==> src/rtl/pt2262_pkg.sv <==
// PT2262/PT2272 shared waveform definitions.
// Contents: FSM state enum, the three 32-tick symbol patterns (index 0 sent
// first), sync word length, and a trit-to-pattern helper. The encoder and the
// decoder both import this package so that they use the same waveforms.
package pt2262_pkg;

  typedef enum logic [1:0] {
    IDLE,
    ADDR,
    DATA,
    SYNC
  } state_t;

  // 1 tick = 1 receiver sample; 32 ticks per symbol.
  localparam logic [0:31] BIT_0 = 32'hF000_F000; // 4H 12L 4H 12L
  localparam logic [0:31] BIT_1 = 32'hFFF0_FFF0; // 12H 4L 12H 4L
  localparam logic [0:31] BIT_F = 32'hF000_FFF0; // 4H 12L 12H 4L

  localparam int unsigned SYM_LEN   = 32;
  localparam int unsigned SYNC_LEN  = 128;      // 4H 124L
  localparam int unsigned SYNC_HIGH = 4;

  // Float flag has priority over the 0/1 value.
  function automatic logic [0:31] trit_pattern(input logic v01, input logic vf);
    if (vf)       return BIT_F;
    else if (v01) return BIT_1;
    else          return BIT_0;
  endfunction

endpackage

==> src/rtl/pt2262_tick_gen.sv <==
// Free-running tick enable generator.
// Produces a 1-clk tick every CLK_DIV clocks (divider counts 0..CLK_DIV-1,
// tick while divider == CLK_DIV-1). Replaces a derived clock.
// Ports:
//   clk   in  system clock
//   reset in  synchronous active-high reset (divider -> 0)
//   tick  out 1-clk enable pulse
module pt2262_tick_gen #(
  parameter int unsigned CLK_DIV = 250
) (
  input  logic clk,
  input  logic reset,
  output logic tick
);

  localparam int unsigned DW = (CLK_DIV > 1) ? $clog2(CLK_DIV) : 1;

  logic [DW-1:0] div;

  assign tick = (div == DW'(CLK_DIV - 1));

  always_ff @(posedge clk) begin
    if (reset)     div <= '0;
    else if (tick) div <= '0;
    else           div <= div + DW'(1);
  end

endmodule

==> src/rtl/codificador_pt2262.sv <==
// PT2262-compatible encoder: serialises 8 trinary address trits, 4 data bits
// and a sync word onto cod_o on a 12 kHz tick grid (32 ticks per symbol,
// 512 ticks per frame). Frames repeat back-to-back while te is high.
// Ports:
//   clk        in  system clock (3 MHz nominal)
//   reset      in  synchronous active-high reset, aborts any frame
//   A_01[7:0]  in  address trit values (1='1', 0='0')
//   A_F[7:0]   in  address float flags (1='F', overrides A_01)
//   D[3:0]     in  data nibble, sent D[3] first
//   te         in  transmit enable, level-sensitive
//   cod_o      out encoded serial output, registered
//   busy       out high from frame start until the last frame ends
//   frame_done out 1-clk pulse after the tick that ends each sync word
// Configuration macro: PT2262_MIN4_EN -- when defined, every burst sends at
// least 4 frames regardless of how briefly te was held.
module codificador_pt2262
  import pt2262_pkg::*;
#(
  parameter int unsigned CLK_DIV = 250
) (
  input  logic       clk,
  input  logic       reset,
  input  logic [7:0] A_01,
  input  logic [7:0] A_F,
  input  logic [3:0] D,
  input  logic       te,
  output logic       cod_o,
  output logic       busy,
  output logic       frame_done
);

  logic        tick;
  state_t      state;
  logic [6:0]  phase;
  logic [2:0]  idx;
  logic [7:0]  a01_q;
  logic [7:0]  af_q;
  logic [3:0]  d_q;
  logic [0:31] cur_pat;
  logic [4:0]  sym_next;
  logic [6:0]  phase_inc;
  logic        repeat_due;

  pt2262_tick_gen #(.CLK_DIV(CLK_DIV)) u_tick (
    .clk   (clk),
    .reset (reset),
    .tick  (tick)
  );

  always_comb begin
    cur_pat = BIT_0;
    if (state == DATA) cur_pat = d_q[idx[1:0]] ? BIT_1 : BIT_0;
    else               cur_pat = trit_pattern(a01_q[idx], af_q[idx]);
  end

  // cod_o is registered one tick ahead: each tick loads the bit for the
  // position the counters are about to move to. Every pattern starts high,
  // so symbol and frame boundaries always load 1.
  assign sym_next  = phase[4:0] + 5'd1;
  assign phase_inc = phase + 7'd1;

`ifdef PT2262_MIN4_EN
  logic [1:0] fcnt;
  assign repeat_due = te || (fcnt != 2'd3);
`else
  assign repeat_due = te;
`endif

  always_ff @(posedge clk) begin
    if (reset) begin
      state      <= IDLE;
      phase      <= '0;
      idx        <= '0;
      a01_q      <= '0;
      af_q       <= '0;
      d_q        <= '0;
      cod_o      <= 1'b0;
      busy       <= 1'b0;
      frame_done <= 1'b0;
`ifdef PT2262_MIN4_EN
      fcnt       <= '0;
`endif
    end else begin
      frame_done <= 1'b0;
      if (tick) begin
        case (state)
          IDLE: begin
            cod_o <= 1'b0;
            if (te) begin
              a01_q <= A_01;
              af_q  <= A_F;
              d_q   <= D;
              busy  <= 1'b1;
              state <= ADDR;
              idx   <= '0;
              phase <= '0;
              cod_o <= 1'b1;
`ifdef PT2262_MIN4_EN
              fcnt  <= '0;
`endif
            end
          end
          ADDR: begin
            if (phase == 7'(SYM_LEN - 1)) begin
              phase <= '0;
              cod_o <= 1'b1;
              if (idx == 3'd7) begin
                state <= DATA;
                idx   <= 3'd3;
              end else begin
                idx <= idx + 3'd1;
              end
            end else begin
              phase <= phase_inc;
              cod_o <= cur_pat[sym_next];
            end
          end
          DATA: begin
            if (phase == 7'(SYM_LEN - 1)) begin
              phase <= '0;
              cod_o <= 1'b1;
              if (idx == 3'd0) state <= SYNC;
              else             idx   <= idx - 3'd1;
            end else begin
              phase <= phase_inc;
              cod_o <= cur_pat[sym_next];
            end
          end
          SYNC: begin
            if (phase == 7'(SYNC_LEN - 1)) begin
              frame_done <= 1'b1;
              phase      <= '0;
`ifdef PT2262_MIN4_EN
              if (fcnt != 2'd3) fcnt <= fcnt + 2'd1;
`endif
              if (repeat_due) begin
                a01_q <= A_01;
                af_q  <= A_F;
                d_q   <= D;
                state <= ADDR;
                idx   <= '0;
                cod_o <= 1'b1;
              end else begin
                state <= IDLE;
                busy  <= 1'b0;
                cod_o <= 1'b0;
              end
            end else begin
              phase <= phase_inc;
              cod_o <= (phase_inc < 7'(SYNC_HIGH));
            end
          end
          default: state <= IDLE;
        endcase
      end
    end
  end

endmodule

==> config.mk <==
export PLATFORM = sky130hd
export DESIGN_NAME = codificador_pt2262
export DESIGN_NICKNAME = d
export VERILOG_FILES = /design/src/rtl/pt2262_pkg.sv /design/src/rtl/pt2262_tick_gen.sv /design/src/rtl/codificador_pt2262.sv
export SDC_FILE = /design/constraint.sdc
export NUM_CORES = 1
export LEC_CHECK = 0
export ABC_CLOCK_PERIOD_IN_PS = 2200
export CAP_MARGIN = 15
export CORE_MARGIN = 4
export CORE_UTILIZATION = 50
export CTS_BUF_LIST = sky130_fd_sc_hd__clkbuf_4 sky130_fd_sc_hd__clkbuf_8
export CTS_CLUSTER_DIAMETER = 60
export DETAILED_ROUTE_END_ITERATION = 16
export PLACE_DENSITY_LB_ADDON = 0.05
export SLEW_MARGIN = 25
export SYNTH_ARGS = -nofsm -noshare
export SYNTH_HDL_FRONTEND = slang
export SYNTH_SLANG_ARGS = --single-unit
==> constraint.sdc <==
create_clock -name clk -period 2.2 [get_ports clk]
set_input_delay 0.22 -clock clk [delete_from_list [all_inputs] [get_ports clk]]
set_output_delay 0.22 -clock clk [all_outputs]
set_load 0.02 [all_outputs]
==> results.cfg <==
[final_layout]
layout-drive-gt1-share_pct = 12.68
nFillCells = 401
instances_no_fill = 336
nets = 318
fin_util_pct = 63.66
areaGrowthSynthToFinish_pct = 20.88
diodes = 0
multiInputGateArea_um2 = 1348
regArea_um2 = 867.1

[floorplanning]
die_y_um = 76.19
dieArea_um2 = 5804
io_pins = 26
rows = 24
core_um2 = 4414
die_w_um = 76.19
start_util_pct = 52.66

[yosys]
async_flop_share_pct = 0
ys_ff_latch = 43
syn_avg_cell_area_um2 = 9.225
yosys.area_share.simple_pct = 17.92
yosys_warnings = 0
synth_area_leaders = dfxtp_1 37%, mux2i_1 9.5%, nor2_1 6.6%
ys_seq_area_share_pct = 37.03
synth_adder_area_share_pct = 6.889
ys_dominant_reg_cell = dfxtp_1
synth_nets = 287
synth_top_area_share_pct = 37.03
syn_inst = 252
synth_edf_count = 0
synth_cell_types = 48
synthMuxAreaShare_pct = 15.45
yosys.area.top_type = dfxtp_1
synth_compound_area_share_pct = 14.53
synthXorXnorAreaFrac_pct = 3.014
netlist_area_um2 = 2325
synth_top_family_by_area = simple AND/OR/NAND/NOR gates
yosys-top-cells-count = 43 x dfxtp_1, 41 x nor2_1, 22 x mux2i_1
yosysMostFrequentCell = dfxtp_1

[sta]
finClkSkew_ns = 0.009255
fin_crit_sh_pct = 95.72
max_freq_mhz = 474.9
worst_pin_slew_ns = 0.6377
hold_violations = 0
slew_viol_final = 0
setup_viol = 0
max_slew_margin_pct = 57.48
setup_tns_ns = 0
finalCriticalPeriod_ns = 2.106
rsz0062_at_grt = no
whs_ns = 0.4756

[worst_setup_path]
crit_fanout = 6
critPathLaunchType = flip-flop
crit_buf_inv = 0
critPathMaxStageDelay_ns = 0.41
end_kind = flip-flop
path_cells = ha_1 -> and4_2 -> nand4_1 -> a21o_1 -> a2111oi_4 -> o21ai_1 -> a221oi_1
critPathSlowestCell = a2111oi_4
cp_top_family = compound AO/OA/AOI/OAI gates
critPathKind = flip-flop to flip-flop
arrival_ns = 2.31
cp.required_ns = 2.40

[grt]
grt_pass1_vias = 1684
grt_start_max_net_pins = 26
antenna_found_initial = 0
grt_pass1_wl_um = 7921
grt_usage_pct = 16.45
overflow = 0

[clock_network]
ctsHoldBuffers = 0
clkLatencyLatePin_ns = 0.30
clk_pin_slew_worst_paths_ns = 0.09
cts_max_level = 2
clockBufferDepth = 2
cts_root_buffer = clkbuf_8
cts_tree = yes
numCtsBuffers = 5
clock_sinks = 43

[hold_path]
hp-class = flip-flop to flip-flop

[drt]
vias = 1848
drc = 0
drt_iter0_drc = 107
viasPerCell = 5.500
ant_nets = 0
routed_wl_um = 4617
wire_per_inst_um = 13.74
dr.pass1.iters = 4

[power_and_ir_drop]
cellPowerDensity_nw_per_um2 = 537.9
leakagePower_nw = 1.033
max-vdd-ir-drop_mv = 0.4829

[place]
io_buffers = 25
hpwl_um = 3406
dp_cells = 326
gp_congestion = 0.7961

[run]
drv_cap = 0

[outcome]
status = finished clean
## layout make-up
cell class	instances	area share, %
Timing Repair Buffer	39	13.09
Clock buffer	6	2.939
Inverter	11	1.469
Clock inverter	2	1.380
Multi-Input combinational cell	183	47.95
Tap cell	52	2.315
Sequential cell	43	30.85
## worst paths after layout
kind | from | to | slack [ns] | cells past startpoint
worst min-delay path | u_tick.div[0] | u_tick.div[0] | 0.48 | 1
worst max register to register | phase[0] | state[0] | 0.09 | 7
worst max-delay path | phase[0] | state[0] | 0.09 | 7
worst min register to register | u_tick.div[0] | u_tick.div[0] | 0.48 | 1
## worst reg2reg max path: cells and delay by family, from the launching register on
kind / cells / cell delay [ns]
AO/OA/AOI/OAI: 4 / 1.04
adder cells (fa/ha/maj): 1 / 0.20
AND/OR/NAND/NOR: 2 / 0.40
flip-flops: 1 / 0.37
## power breakdown
part	internal (mW)	leakage [nW]	switching [mW]
sequential	0.782	0.349	0.00501
clock	0.373	0.0618	0.282
combinational	0.0445	0.622	0.0247
## logic make-up after synthesis
kind of cell	after synthesis
simple gates	83
buf+inv	26
mux	28
fa+ha+maj	13
xor+xnor	8
compound gates	51
flops	43
## per-stage QoR
| stage | setup slack, ns | area, um^2 | power [mW] |
|---|---|---|---|
| 2_1_floorplan | 0.1727 | 2325 | 0.8258 |
| 3_3_place_gp | 0.1648 | 2664 | 0.8752 |
| 3_5_place_dp | 0.1216 | 2664 | 0.8755 |
| 4_1_cts | 0.09886 | 2785 | 1.534 |
| 5_1_grt | 0.007560 | 2810 | 1.578 |
| 6_report | 0.09415 | 2810 | 1.512 |
## flip-flops by register name, indices dropped and copies added, names as in the netlist
name        count
a01_q           8
af_q            8
u_tick.div      8
phase           7
d_q             4
idx             3
state           2
busy            1
cod_o           1
frame_done      1
## placed cells by master, fill, tap and decap left out, drive strengths merged, types with 2 or more instances in the layout
cell type	count
nand4	5
nand3b	2
clkdlybuf4s50	25
clkbuf	6
and3	3
mux2i	22
nand4b	2
o21ai	16
mux4	5
nand3	5
or4	3
dfxtp	43
a21oi	15
nor2b	4
xnor2	5
nand2	7
buf	14
inv	12
ha	12
xor2	3
a211oi	3
a21o	3
nor2	41
nor3	3
a31oi	2
nor3b	2
a221oi	3
o31ai	2
## metal layers
metal	part of all wire, %	up-vias	GRT usage (%)
met1	49	838	22.56
met5	0	-	0
met4	2.0	0	5.944
met3	4.5	8	4.610
li1	-	960	-
met2	45	42	24.57
## repair_timing
action                                  4_1_cts  5_1_grt
resized for setup                             0        7
buffers inserted                              0        2
endpoints found under the setup margin        0        2
No activity file was read; power rests on OpenSTA's default activity.
